**config.mk**
```make
export PLATFORM = sky130hd
export DESIGN_NAME = cache_fill
export DESIGN_NICKNAME = d
export VERILOG_FILES = /design/src/rtl/cache_fill_pkg.sv /design/src/rtl/cache_fill_timer.sv /design/src/rtl/cache_fill.sv
export SDC_FILE = /design/constraint.sdc
export NUM_CORES = 1
export LEC_CHECK = 0
export ABC_AREA = 1
export CAP_MARGIN = 20
export CORE_AREA = 3 3 119 121
export CTS_CLUSTER_SIZE = 14
export DETAILED_ROUTE_END_ITERATION = 8
export DIE_AREA = 0 0 122 124
export PLACE_DENSITY_LB_ADDON = 0.05
export REMOVE_ABC_BUFFERS = 1
export SYNTH_ARGS = -nofsm -noshare
export SYNTH_HDL_FRONTEND = slang
export SYNTH_HIERARCHICAL = 1
export SYNTH_SLANG_ARGS = --single-unit
```
**constraint.sdc**
```tcl
create_clock -name clk -period 3.05 [get_ports clk]
set_clock_uncertainty 0.1 [all_clocks]
set_input_delay 0.61 -clock clk [delete_from_list [all_inputs] [get_ports clk]]
set_output_delay 0.61 -clock clk [all_outputs]
set_load 0.01 [all_outputs]
```
**src/rtl/cache_fill_pkg.sv**
```systemverilog
// Shared definitions for the cache line fill initiator: line geometry,
// fill state encoding and the reserved tag used to park the line on flush.
package cache_fill_pkg;

  localparam int ADDR_W     = 26;
  localparam int TAG_W      = 23;
  localparam int WORD_W     = 16;
  localparam int LINE_WORDS = 4;

  // Index of the last beat of a line burst.
  localparam logic [1:0] LAST_BEAT = 2'(LINE_WORDS - 1);

  // Tag the cache block holds after reset; software never maps this line.
  localparam logic [TAG_W-1:0] FLUSH_TAG = 23'h555555;

  typedef enum logic [1:0] {
    ST_IDLE  = 2'd0,
    ST_INVAL = 2'd1,
    ST_REQ   = 2'd2,
    ST_FILL  = 2'd3
  } fill_state_e;

  // Select halfword idx out of a 64-bit line (halfword n at [16n+15:16n]).
  function automatic logic [WORD_W-1:0] line_word(input logic [63:0] line,
                                                  input logic [1:0]  idx);
    logic [WORD_W-1:0] w;
    case (idx)
      2'd0:    w = line[15:0];
      2'd1:    w = line[31:16];
      2'd2:    w = line[47:32];
      default: w = line[63:48];
    endcase
    return w;
  endfunction

endpackage

```
**src/rtl/cache_fill_timer.sv**
```systemverilog
// Fill watchdog: loaded while the line is being retargeted, counts down
// while the burst is requested or streaming, and flags expiry in the cycle
// the last allowed count is consumed. TIMEOUT of 0 never expires.
module cache_fill_timer #(
  parameter int TIMEOUT = 255
) (
  input  logic clk,
  input  logic reset,
  input  logic load_i,
  input  logic run_i,
  output logic expire_o
);

  localparam int CNT_W = (TIMEOUT > 1) ? $clog2(TIMEOUT + 1) : 1;

  logic [CNT_W-1:0] cnt_q, cnt_d;

  // Next count: reload on retarget, otherwise decrement while running.
  always_comb begin
    cnt_d = cnt_q;
    if (load_i) begin
      cnt_d = CNT_W'(TIMEOUT);
    end else if (run_i && (cnt_q != {CNT_W{1'b0}})) begin
      cnt_d = cnt_q - CNT_W'(1);
    end else begin
      cnt_d = cnt_q;
    end
  end

  // Count register.
  always_ff @(posedge clk or negedge reset) begin
    if (!reset) begin
      cnt_q <= {CNT_W{1'b0}};
    end else begin
      cnt_q <= cnt_d;
    end
  end

  assign expire_o = (TIMEOUT != 0) && run_i && (cnt_q == CNT_W'(1));

endmodule

```
**src/rtl/cache_fill.sv**
```systemverilog
// Read-side initiator for the 8-byte line cache: acks hits from the line
// outputs, and on a miss retargets the line, bursts four halfwords from
// SDRAM into the cache block and acks as soon as the wanted word is valid.
module cache_fill
  import cache_fill_pkg::*;
#(
  parameter int TIMEOUT = 255
) (
  input  logic              clk,
  input  logic              reset,
  input  logic              rd_req,
  input  logic [ADDR_W-1:0] rd_addr,
  output logic              rd_ack,
  output logic [WORD_W-1:0] rd_data,
  input  logic              flush,
  output logic              fill_err,
  input  logic [TAG_W-1:0]  cache_addr,
  input  logic [63:0]       cache_data1d,
  input  logic [3:0]        cache_valid,
  output logic              cache_invalid,
  output logic [ADDR_W-1:0] iaddr,
  output logic              data_valid,
  output logic [WORD_W-1:0] cdata,
  output logic              sd_req,
  output logic [TAG_W-1:0]  sd_addr,
  input  logic              sd_gnt,
  input  logic              sd_rvalid,
  input  logic [WORD_W-1:0] sd_rdata
);

  fill_state_e       state_q, state_d;
  logic [1:0]        beat_q, beat_d;
  logic              flush_pend_q, flush_pend_d;
  logic              rd_ack_q, rd_ack_d;
  logic [WORD_W-1:0] rd_data_q, rd_data_d;
  logic              cache_invalid_q, cache_invalid_d;
  logic [ADDR_W-1:0] iaddr_q, iaddr_d;
  logic              data_valid_q, data_valid_d;
  logic [WORD_W-1:0] cdata_q, cdata_d;
  logic              sd_req_q, sd_req_d;
  logic [TAG_W-1:0]  sd_addr_q, sd_addr_d;
  logic              fill_err_q, fill_err_d;

  logic tag_match_s, word_valid_s, lookup_st_s, hit_s, miss_s;
  logic flush_req_s, expire_s;

  cache_fill_timer #(.TIMEOUT(TIMEOUT)) u_timer (
    .clk     (clk),
    .reset   (reset),
    .load_i  (state_q == ST_INVAL),
    .run_i   ((state_q == ST_REQ) || (state_q == ST_FILL)),
    .expire_o(expire_s)
  );

  // Hit/miss decode. The cycle after an ack is skipped so a held request is
  // not acked twice. While a retarget or a fill beat is still being absorbed
  // by the cache block its tag/valid outputs are stale, so no miss is raised
  // then (otherwise the word-3 critical ack would retarget the fresh line).
  always_comb begin
    tag_match_s  = (rd_addr[25:3] == cache_addr);
    word_valid_s = cache_valid[rd_addr[2:1]];
    lookup_st_s  = (state_q == ST_IDLE) || (state_q == ST_FILL);
    hit_s  = rd_req && tag_match_s && word_valid_s && lookup_st_s &&
             !rd_ack_q && !cache_invalid_q;
    miss_s = rd_req && !hit_s && (state_q == ST_IDLE) &&
             !rd_ack_q && !cache_invalid_q && !data_valid_q;
    flush_req_s = flush || flush_pend_q;
  end

  // Next-state and registered-output decode.
  always_comb begin
    state_d         = state_q;
    beat_d          = beat_q;
    flush_pend_d    = flush_pend_q || flush;
    rd_ack_d        = 1'b0;
    rd_data_d       = rd_data_q;
    cache_invalid_d = 1'b0;
    iaddr_d         = iaddr_q;
    data_valid_d    = 1'b0;
    cdata_d         = cdata_q;
    sd_addr_d       = sd_addr_q;
    fill_err_d      = fill_err_q;

    if (hit_s) begin
      rd_ack_d  = 1'b1;
      rd_data_d = line_word(cache_data1d, rd_addr[2:1]);
    end else begin
      rd_ack_d  = 1'b0;
    end

    case (state_q)
      ST_IDLE: begin
        if (flush_req_s) begin
          cache_invalid_d = 1'b1;
          iaddr_d         = {FLUSH_TAG, 3'b000};
          fill_err_d      = 1'b0;
          flush_pend_d    = 1'b0;
        end else if (miss_s) begin
          state_d         = ST_INVAL;
          cache_invalid_d = 1'b1;
          iaddr_d         = rd_addr;
          sd_addr_d       = rd_addr[25:3];
        end else begin
          state_d         = ST_IDLE;
        end
      end
      ST_INVAL: begin
        state_d = ST_REQ;
      end
      ST_REQ: begin
        if (expire_s) begin
          state_d    = ST_IDLE;
          fill_err_d = 1'b1;
        end else if (sd_gnt) begin
          state_d = ST_FILL;
          if (sd_rvalid) begin
            data_valid_d = 1'b1;
            cdata_d      = sd_rdata;
            beat_d       = 2'd1;
          end else begin
            beat_d       = 2'd0;
          end
        end else begin
          state_d = ST_REQ;
        end
      end
      ST_FILL: begin
        if (expire_s) begin
          state_d    = ST_IDLE;
          fill_err_d = 1'b1;
        end else if (sd_rvalid) begin
          data_valid_d = 1'b1;
          cdata_d      = sd_rdata;
          beat_d       = beat_q + 2'd1;
          if (beat_q == LAST_BEAT) begin
            state_d = ST_IDLE;
          end else begin
            state_d = ST_FILL;
          end
        end else begin
          state_d = ST_FILL;
        end
      end
      default: begin
        state_d = ST_IDLE;
      end
    endcase

    sd_req_d = (state_d == ST_REQ);
  end

  // State, counters and output registers.
  always_ff @(posedge clk or negedge reset) begin
    if (!reset) begin
      state_q         <= ST_IDLE;
      beat_q          <= 2'd0;
      flush_pend_q    <= 1'b0;
      rd_ack_q        <= 1'b0;
      rd_data_q       <= 16'h0000;
      cache_invalid_q <= 1'b0;
      iaddr_q         <= 26'h0000000;
      data_valid_q    <= 1'b0;
      cdata_q         <= 16'h0000;
      sd_req_q        <= 1'b0;
      sd_addr_q       <= 23'h000000;
      fill_err_q      <= 1'b0;
    end else begin
      state_q         <= state_d;
      beat_q          <= beat_d;
      flush_pend_q    <= flush_pend_d;
      rd_ack_q        <= rd_ack_d;
      rd_data_q       <= rd_data_d;
      cache_invalid_q <= cache_invalid_d;
      iaddr_q         <= iaddr_d;
      data_valid_q    <= data_valid_d;
      cdata_q         <= cdata_d;
      sd_req_q        <= sd_req_d;
      sd_addr_q       <= sd_addr_d;
      fill_err_q      <= fill_err_d;
    end
  end

  assign rd_ack        = rd_ack_q;
  assign rd_data       = rd_data_q;
  assign cache_invalid = cache_invalid_q;
  assign iaddr         = iaddr_q;
  assign data_valid    = data_valid_q;
  assign cdata         = cdata_q;
  assign sd_req        = sd_req_q;
  assign sd_addr       = sd_addr_q;
  assign fill_err      = fill_err_q;

endmodule
```
# After elaboration in Yosys (flattened, before gate mapping)
# Cells that the tools add are included.
# Widths: inputs -> output; s select.
[op_classes] addsub=2 magnitude_cmp=1 eq_ne=15 mux=39 bitwise_logic=1 reduce_logical=32
[ops] op="$mux 16" count=4
[ops] op="$mux 26" count=2
[ops] op="$pmux 16 s3" count=1
[ops] op="$pmux 16 s2" count=1
[ops] op="$eq 23x23->1" count=1
[ops] op="$mux 2" count=9
[ops] op="$mux 8" count=2
[ops] op="$mux 1" count=15
[ops] op="$logic_and 1x1->1" count=12
[ops] op="$eq 2x2->1 const B" count=5
[ops] op="$ne 2x2->1 const B" count=5
[ops] op="$eq 8x1->1 const B" count=1
[ops] op="$pmux 2 s4" count=1
[ops] op="$reduce_bool 2->1" count=4
[ops] op="$reduce_bool 8->1" count=1
[ops] op="$sub 8x1->8 const B" count=1
[ops] op="$reduce_and 3->1" count=2
[ops] op="$reduce_and 5->1" count=1
[ops] op="$eq 2x1->1 const B" count=2
[ops] op="$logic_not 1->1" count=4
[ops] op="$logic_not 2->1" count=2
[ops] op="$pmux 1 s2" count=2
[ops] op="$pmux 2 s2" count=1
[ops] op="$reduce_and 4->1" count=1
[ops] op="8 further kinds" count=10
[word_totals] reg_bits=99 inputBits=139 word_cells=103

# Logic depth before layout (Yosys ltp)
# Gate-level depths: netlist of the first run.
[logic_depth] word_depth=16 mapped_depth=14

# Hierarchy
# The synthesis of the first run kept the hierarchy.
[by_module_without_submodules] module="cache_fill" n_inst=1 cells_per_inst=632 area_per_inst_um2=4693.3 seq_area_each_um2=2277.2
[by_module_without_submodules] module="cache_fill_timer" n_inst=1 cells_per_inst=84 area_per_inst_um2=573.0 seq_area_each_um2=200.2

# Least setup slack after synthesis of the first run
# No wires, ideal clock.
[synth_path] path_kind="register -> register" from="reg state_q[0]" to="reg cdata_q[10] (netlist: cdata[10])" setup_time_ns=0.116 arrival_ns=1.987 slack_ns=0.846 path_stages_with_launch=13 n_path_buf=1 synth_period_minus_slack_ns=2.204 cell_sequence="dfrtp_1 > inv_1 > ha_1 > nor2_1 > inv_1 > nand3_1 > nor3_1 > inv_1 > nand4_1 > clkinv_1 > buf_2 > nand2_1 > nand2_1"
[synth_via] elab_chain_cells=5 word_cells_on_any_way=10 cone_classes="eq/ne: 5; mux: 1; reduce/logical: 4"
[synth_lines] item="from (decl)" line="cache_fill.sv:31" text="fill_state_e state_q, state_d;"
[synth_lines] item="from (signal assigned)" line="cache_fill.sv:168" text="state_q <= state_d;"
[synth_lines] item="$eq 2x2->1" line="cache_fill.sv:51" text=".run_i ((state_q == ST_REQ) || (state_q == ST_FILL)),"
[synth_lines] item="$logic_or 1x1->1 *" line="cache_fill.sv:51"
[synth_lines] item="$logic_and 1x1->1 *" line="cache_fill_timer.sv:39" text="assign expire_o = (TIMEOUT != 0) && run_i && (cnt_q == CNT_W'(1));"
[synth_lines] item="net expire_s" line="cache_fill.sv:45" text="logic flush_req_s, expire_s;"
[synth_lines] item="$ne 2x2->1 (no source line)"
[synth_lines] item="$reduce_and 4->1 (no source line) *"
[synth_lines] item="to (signal assigned)" line="cache_fill.sv:176" text="cdata_q <= cdata_d;"
[synth_lines] item="to (decl)" line="cache_fill.sv:39" text="logic [WORD_W-1:0] cdata_q, cdata_d;"
# Mark *: on every way through the listed nets, which the timed path passes. The rest lies on a longest branch.
# A chain may end at the register's enable or synchronous reset.

# Worst setup path after layout of the first run
[layout_path] from="reg state_q[0]" to="reg beat_q[0]"
[layout_via] elab_chain_cells=5 word_cells_on_any_way=11 cone_classes="eq/ne: 6; mux: 1; reduce/logical: 4"
[layout_lines] item="$eq 2x2->1" line="cache_fill.sv:51"
[layout_lines] item="$logic_or 1x1->1 *" line="cache_fill.sv:51"
[layout_lines] item="$logic_and 1x1->1 *" line="cache_fill_timer.sv:39"
[layout_lines] item="net expire_s" line="cache_fill.sv:45"
[layout_lines] item="$ne 2x2->1 (no source line)"
[layout_lines] item="$reduce_and 5->1 (no source line) *"
[layout_lines] item="to (signal assigned)" line="cache_fill.sv:169" text="beat_q <= beat_d;"
[layout_lines] item="to (decl)" line="cache_fill.sv:32" text="logic [1:0] beat_q, beat_d;"
# Marks and branches as above.

==> reports/summary.md, run 1 <==
Input and output buffers added on the ports amount to 224. The final number of max-transition violations is 0, and the via count of the first global-routing pass is 5458. The post-route fraction of the period consumed by the critical path is 0.843. Commonest register cell after synthesis: sky130_fd_sc_hd__dfrtp_1. The maximum number of pins on one net before global-route repair was 55; the minimum period implied by the final worst setup slack was 2.57 ns. For this run, the detailed router's first-pass iteration total came to 4. The average wire length per cell after detail routing was 15.0 um. Power spread over the standard cell area amounts to 762 nW/um2. The clock slew at the register clock pins of the worst setup and hold paths is 0.06 ns. For this run, the post-layout net count is 1084. The run gives 389 MHz as the maximum clock frequency. The tools report the number of buffers inserted during clock tree synthesis as 9. After synthesis, the cell types taking the most area are sky130_fd_sc_hd__dfrtp_1, sky130_fd_sc_hd__nand2_1, sky130_fd_sc_hd__nand3_1, sky130_fd_sc_hd__inv_1, sky130_fd_sc_hd__o21ai_0. By count the netlist is led by sky130_fd_sc_hd__nand2_1, sky130_fd_sc_hd__dfrtp_1, sky130_fd_sc_hd__inv_1. The share of final-layout standard cells stronger than drive strength 1 is 0.0457. Setup slack closes at 0.479 ns. At the worst endpoint, the required time is 3.16 ns. The routed wire length was 16.7 mm. STA classifies the critical path startpoint as a flop.

The remaining routing DRC violations was 0; the count of flip-flops with a built-in enable after synthesis was 0. The run gives 0.889 as the routability congestion estimate. The number of failing hold endpoints at the final stage is 0. For the initial antenna violation count, the log shows 0. The worst slew slack as a fraction of its limit came out at 0.523.

Timing analysis after detailed placement gives a worst setup slack of 0.236 ns. In this run the worst path has a maximum fanout of 19. Counting every sink on the clock net gives 99. The die is 122 um wide. The run gives 0.0704 as the fraction of met3 tracks used by global routing. The tools report the number of instances in the synthesized netlist as 716.

VDD sags by at most 0.338 mV. After synthesis the cells add up to 5270 um2. In this design, the stage delay of the slowest critical-path cell is 0.42 ns. After floorplanning, the core was sized to cover 13200 um2. The average cell area after synthesis was 7.36 um2. Once the clock tree was built, the resizer swapped 0 gates to a different size.

Setup violations remaining at the end of the flow were counted as 0. Deepest clock path buffer count: 2. The number of antenna diodes is 0, and the top-area cell type share of the netlist area is 0.470. Number of violations of the max-capacitance limit: 0. The area growth from synthesis to layout is 51.2%, and the design area is 7970 um2. The logs give 5417 for the total number of vias and 225 for the top-level port count. The register area share after synthesis was 0.470. The tools report the number of nets with antenna violations after routing as 0. Cell occurring most often along the worst timing path: sky130_fd_sc_hd__inv_1. Setup repair after global routing left no endpoint under its margin.

Yosys printed 6 warnings. The critical path goes through inv_1 -> ha_1 -> nor2_1 -> inv_1 -> nand3_1 -> nor3_1 -> inv_1 -> nand4_1 -> clkinv_1 -> a21oi_1 -> a31oi_1. Summed over all cells, the static leakage comes to 3.99 nW. The class of the most critical hold timing path was in -> async. In this run the cell area measured after placement is 7680 um2.

The category of the most critical setup path is reg -> reg. Initial standard-cell utilization of the core: 0.399. The global-route total usage across every layer came out at 0.226. The cell with the biggest individual delay on the critical path was sky130_fd_sc_hd__clkinv_1. The overall overflow remaining after global route is 0, and the via count normalized by instance count is 4.85. STA classifies the critical path endpoint as a flop.

TritonCTS built the clock tree. In this run the most used layer during global routing was met2. Post-CTS setup-driven buffer insertion count: 0. Depth of the CTS H-tree: 3.

The die area was 15100 um2. The library cell with the largest summed area after synthesis is sky130_fd_sc_hd__dfrtp_1. After the first detailed-routing iteration, the DRC count stood at 358.

The later pin in the worst-skew pair is clocked with a latency of 0.34 ns. The signal arrival time at the worst endpoint is 2.68 ns, and the pin slew with the least headroom to its limit is 0.715 ns. The cell sitting at the root of the clock tree is a sky130_fd_sc_hd__clkbuf_16. Counting the fill cells in the layout gives 1203.

The proportion of synthesized flip-flops having asynchronous set or reset works out to 1.00. Most frequent cell after synthesis: sky130_fd_sc_hd__nand2_1. The tools report the met2 layer usage reported by global route as 0.384.

The synthesized design contains 99 register bits. The run finished with clean final reports. Measured along the y axis, the die boundary spans 124 um. The number of hold buffers added after CTS was 0.

The run gives 42 as the number of placement rows. The number of different library cells used by synthesis comes to 33. The met1 usage was 0.269. The total negative slack for setup checks is 0 ns.

The logs give 26.7 mm for the wire length of the first global-routing pass and 13.3 mm for the detailed placer's ending HPWL.
metal layers:
layer,wire [um],up-vias
met4,395,0
met5,0,-
li1,-,2695
met2,8190,188
met1,6790,2504
met3,1370,30
worst paths after layout:
kind | from | end | slack, ns | depth (start not counted)
worst max-delay path | state_q[0] | beat_q[0] | 0.48 | 11
worst min-delay path | reset | sd_addr[6] | 0.21 | 1
worst max register to register | state_q[0] | beat_q[0] | 0.48 | 11
worst min register to register | iaddr[20] | iaddr[20] | 0.37 | 2
max in group asynchronous | reset | cdata[15] | 1.95 | 2
min in group clk | iaddr[20] | iaddr[20] | 0.37 | 2
layout by cell type, fill, tap and decap left out, drive strengths merged:
master,n
or2,2
ha,9
clkdlybuf4s50,223
a21oi,15
buf,11
nand2,301
a221oi,8
clkbuf,14
nand3,75
nor3,3
dfrtp,99
nand4,7
a31oi,1
xnor2,3
and3,1
bufinv,1
o21ai,33
nor4,1
o21bai,1
o21a,1
inv,85
nor2,36
o211ai,8
clkinv,2
nor3b,1
worst max-delay path: cells and delay by family (launching register included):
kind	cells	cell delay, ns
adder cells (fa/ha/maj)	1	0.20
buffers and inverters	4	0.85
AND/OR/NAND/NOR	4	0.56
flip-flops	1	0.40
AO/OA/AOI/OAI	2	0.32
registers in the layout, indices dropped and copies added (netlist names):
register	flops
state_q	2
beat_q	2
cache_invalid	1
data_valid	1
fill_err	1
sd_req	1
iaddr	26
flush_pend_q	1
rd_ack	1
rd_data	16
sd_addr	23
u_timer/cnt_q	8
cdata	16
power breakdown:
group	switching (mW)	leakage (nW)	internal, mW	total (mW)
clock	0.462	0.141	0.658	1.12
sequential	0.339	1.27	1.81	2.15
combinational	1.45	2.58	1.34	2.79
total	2.25	3.99	3.81	6.07
cells by family after synthesis:
kind of cell,share of synthesized area
flip-flops,0.470
AO/OA/AOI/OAI,0.0765
buffers and inverters,0.0879
XOR/XNOR,0.00499
adder cells (fa/ha/maj),0.0214
AND/OR/NAND/NOR,0.339
layout make-up:
cell class                 instances  area (um2)  share of cell area
multi-input combinational        506        2330               0.292
tap                              176         220              0.0276
clock inverter                     2        35.0             0.00440
clock buffer                      14         254              0.0319
timing repair buffer             234        2330               0.292
inverter                          86         323              0.0405
sequential                        99        2480               0.311
stage by stage:
step                hold WS [ns]   util  power, mW  instances
global route               0.252  0.604       6.54       1117
global placement           0.357  0.582       4.90       1101
CTS                        0.231  0.604       6.14       1117
floorplan                  0.214      -       3.49        691
finish                     0.206  0.604       6.07       1117
detailed placement         0.361  0.582       4.98       1101
No activity file was read; power rests on OpenSTA's default activity.
==> run 2: changes to the inputs <==
--- a/config.mk
+++ b/config.mk
@@ -7,10 +7,10 @@
 export LEC_CHECK = 0
 export ABC_AREA = 1
 export CAP_MARGIN = 20
-export CORE_AREA = 3 3 119 121
+export CORE_AREA = 3 3 121 123
 export CTS_CLUSTER_SIZE = 14
 export DETAILED_ROUTE_END_ITERATION = 8
-export DIE_AREA = 0 0 122 124
+export DIE_AREA = 0 0 124 126
 export PLACE_DENSITY_LB_ADDON = 0.05
 export REMOVE_ABC_BUFFERS = 1
 export SYNTH_ARGS = -nofsm -noshare
==> constraint.sdc (replaced) <==
create_clock -name clk -period 2.25 [get_ports clk]
set_clock_uncertainty 0.1 [all_clocks]
set_input_delay 0.45 -clock clk [delete_from_list [all_inputs] [get_ports clk]]
set_output_delay 0.45 -clock clk [all_outputs]
set_load 0.01 [all_outputs]
==> run 2 against run 1 <==
  * Worst hold slack better by 0.17 ns
  * Combinational power up 46%
  * Final cell count rose by 4.3%
  * Critical path depth rose by 1
  * Register-to-register slack got worse by 0.33 ns
  * Final area up 5.4%
  * Die area is 3.3% higher
  * Global-route usage about the same
  * Setup slack got worse by 0.33 ns
  * Maximum frequency rose by 22%
  * First-iteration DRC count shrank 8.7%
  * Sequential power increased by 36%
==> reports/summary.md, run 2 (same netlist as run 1, synthesis figures left out) <==
The delay of the slowest cell on the worst path is 0.42 ns (about the same). In this run the clock root is driven by a sky130_fd_sc_hd__clkbuf_16. Maximum clock frequency: 475 MHz (+22%). For the worst-case register-to-register setup slack, the log shows 0.15 ns (-0.33 ns). The critical path in this run is classified as reg -> reg. The post-route worst setup slack is 0.146 ns (-0.333 ns), and the total number of vias is 5490 (+1.3%). The number of nets with antenna violations after routing was 0 (unchanged); the number of placement rows was 43 (+2.4%). The power density of the placed cells was 1010 nW/um2 (+33%).

The number of violations of the max-capacitance limit is 0 (unchanged). The top-level port count was 225 (unchanged). The utilization after layout came out at 0.609 (+0.00541). The remaining routing DRC violations is 0 (unchanged).

The worst setup path is captured at a flop. The tools report the worst flop-to-flop path startpoint as state_q[0]. Tracing the worst setup path back leads to its startpoint at state_q[0]. Largest fanout on the critical path: 16 (-3). The number of buffer cells added on primary ports works out to 224 (unchanged).

The run gives 17.2 mm (+2.8%) as the routed wire length. Setup repair after global routing could not meet its margin everywhere. The run gives 0 (unchanged) as the overall overflow remaining after global route. The tools report the number of buffers inserted during clock tree synthesis as 9 (unchanged). The flow ran to the end, and the final reports show no timing, DRC or antenna violations.

The run gives 0.488 mV (+44%) as the worst voltage drop across the vdd grid. The total negative slack for setup checks came out at 0 ns (unchanged). The logs give 0.226 (about the same) for the global-route total usage across every layer and 1165 (+4.3%) for the count of non-filler cells in the finished layout. The critical path ends at cdata[7]. The die area is 15600 um2 (+3.3%). The signal arrival time at the worst endpoint is 2.23 ns (-0.45 ns), and the depth of the critical timing path with buffers and inverters included is 12 (+1).

The area growth from synthesis to layout was 59.3%. The final number of max-transition violations was 0 (unchanged). The pin slew with the least headroom to its limit came out at 0.491 ns (-0.224 ns).

The die height was 126 um (+1.6%); the worst setup slack before clock tree synthesis was -0.166 ns (-0.402 ns). For the worst hold slack, the log shows 0.374 ns (+0.167 ns). Average wire length per cell after detail routing: 14.8 um (-1.5%).

Broken down by cell family, the worst path's largest delay share belongs to simple AND/OR/NAND/NOR gates. Leading cell type in the layout, fill and taps excluded: sky130_fd_sc_hd__nand2_1. The run gives 1247 (+3.7%) as the number of filler cells placed in the layout. The cell area after placement was 8070 um2 (+5.2%); the via count of the first global-routing pass was 5618 (+2.9%). The run gives 99 (unchanged) as the number of clock sinks seen by CTS. The deepest clock path buffer count was 2 (unchanged). The via count normalized by instance count is 4.71 (-2.8%), and the first-pass detailed-route iteration total is 5 (+1). The tools report the design area as 8390 um2 (+5.4%). TritonCTS built the clock tree. The tools report the routability congestion estimate as 0.897 (+0.85%). The total power came out at 8.48 mW (+40%). The tools report the startpoint class of the critical path as a flop. Wire length of the first global-routing pass: 27.6 mm (+3.5%). The tools report the critical hold path startpoint as iaddr[3].

The worst hold path stage count is 2, and the final net count is 1127 (+4.0%). The largest individual stage delay along the critical path comes from the cell sky130_fd_sc_hd__dfrtp_1. For the count of endpoints failing setup in the final report, the log shows 0 (unchanged). For the data required time at the worst endpoint, the log shows 2.38 ns (-0.78 ns). The depth of the CTS H-tree was 3 (unchanged).

The share of final-layout standard cells stronger than drive strength 1 was 0.0935 (+0.0478); the initial antenna violation count was 1 (+1). The number of failing hold endpoints at the final stage is 0 (unchanged), and the total placed cells including tap cells is 1147 (+4.2%). Leaving out fill and tap cells, the most frequent cells in the layout are sky130_fd_sc_hd__nand2_1, sky130_fd_sc_hd__clkdlybuf4s50_1, sky130_fd_sc_hd__dfrtp_1. The number of flip-flops under the largest register name works out to 26 (unchanged).

The tools report the initial standard-cell utilization of the core as 0.382 (-0.0169). The tools report the number of violations reported at the end of detailed-routing iteration 0 as 327 (-8.7%). Minimum period implied by the final worst setup slack: 2.10 ns (-0.467 ns).

Walking the worst path, the cells encountered are inv_2 -> ha_1 -> nor2_1 -> inv_1 -> nand3_1 -> nor3_2 -> inv_1 -> nand4_1 -> clkinv_1 -> buf_4 -> nand2_1 -> nand2_1. Combined buffer and inverter count along the critical path: 5 (+1). The min-delay analysis places its worst path in the category reg -> reg. The post-CTS setup-driven buffer insertion count is 0 (unchanged). The worst slew slack as a fraction of its limit is 0.672 (+0.149), and the die width is 124 um (+1.6%).

The run gives 13.8 mm (+3.6%) as the detailed placer's ending HPWL. The tools report the end of the worst register-to-register path as cdata[7]. Number of cell instances on the worst register-to-register path: 12 (+1).

The core area was 13800 um2 (+4.4%). Clock slew at the register clock pins of the worst setup and hold paths: 0.06 ns (about the same). The static leakage was 4.23 nW (+5.9%); the insertion delay of the later-clocked pin in the worst-skew pair was 0.34 ns (about the same). The tools report the maximum number of pins on one net before global-route repair as 43 (-22%). The post-route fraction of the period consumed by the critical path works out to 0.935 (+0.0921).
==> run 2: cell count changes in the layout (fill, tap and decap cells not counted), sizes merged <==
cell,delta
buf,+42
bufinv,-1
clkbuf,-1
clkinv,+1
clkinvlp,+1
diode,+1
dlygate4sd3,+1
==> run 2: report_power, final <==
part | total, mW | internal, mW | switching [mW]
clock network | 1.49 | 0.841 | 0.651
registers | 2.92 | 2.46 | 0.459
logic | 4.07 | 2.01 | 2.06
==> run 2: worst min-delay path by stage <==
stage                             end  slack (ns)
final                        iaddr[3]        0.37
after global routing        iaddr[20]        0.40
after CTS                    iaddr[3]        0.37
after detailed placement   sd_addr[6]        0.35
after global placement    sd_addr[12]        0.34
after floorplan             beat_q[0]        0.05
==> run 2: per-layer routing <==
layer,track usage,wire length (um)
met1,0.270,6800
met2,0.374,8420
met3,0.0638,1390
met4,0.103,601
met5,0,0
==> run 2: worst reg2reg max path, delay by kind of cell, from the launching register on <==
kind | cells | cell delay (ns)
adders and majority gates | 1 | 0.20
buffers and inverters | 5 | 0.60
DFF | 1 | 0.42
and+or+nand+nor | 6 | 0.66
==> run 2: layout make-up <==
cell class                      instances  area [um2]  share of cell area
Inverter                               86         323              0.0385
Timing Repair Buffer                  277        2730               0.325
Sequential cell                        99        2480               0.295
Antenna cell                            1        2.50            0.000298
Multi-Input combinational cell        506        2340               0.279
Clock buffer                           13         270              0.0322
Tap cell                              180         225              0.0268
Clock inverter                          3        21.3             0.00253
==> run 2: timing repair <==
action                                 CTS  global route
endpoints found under the hold margin   34             0
gates resized for setup                  0             5
setup endpoints to repair                0            66
hold buffers                             1             0
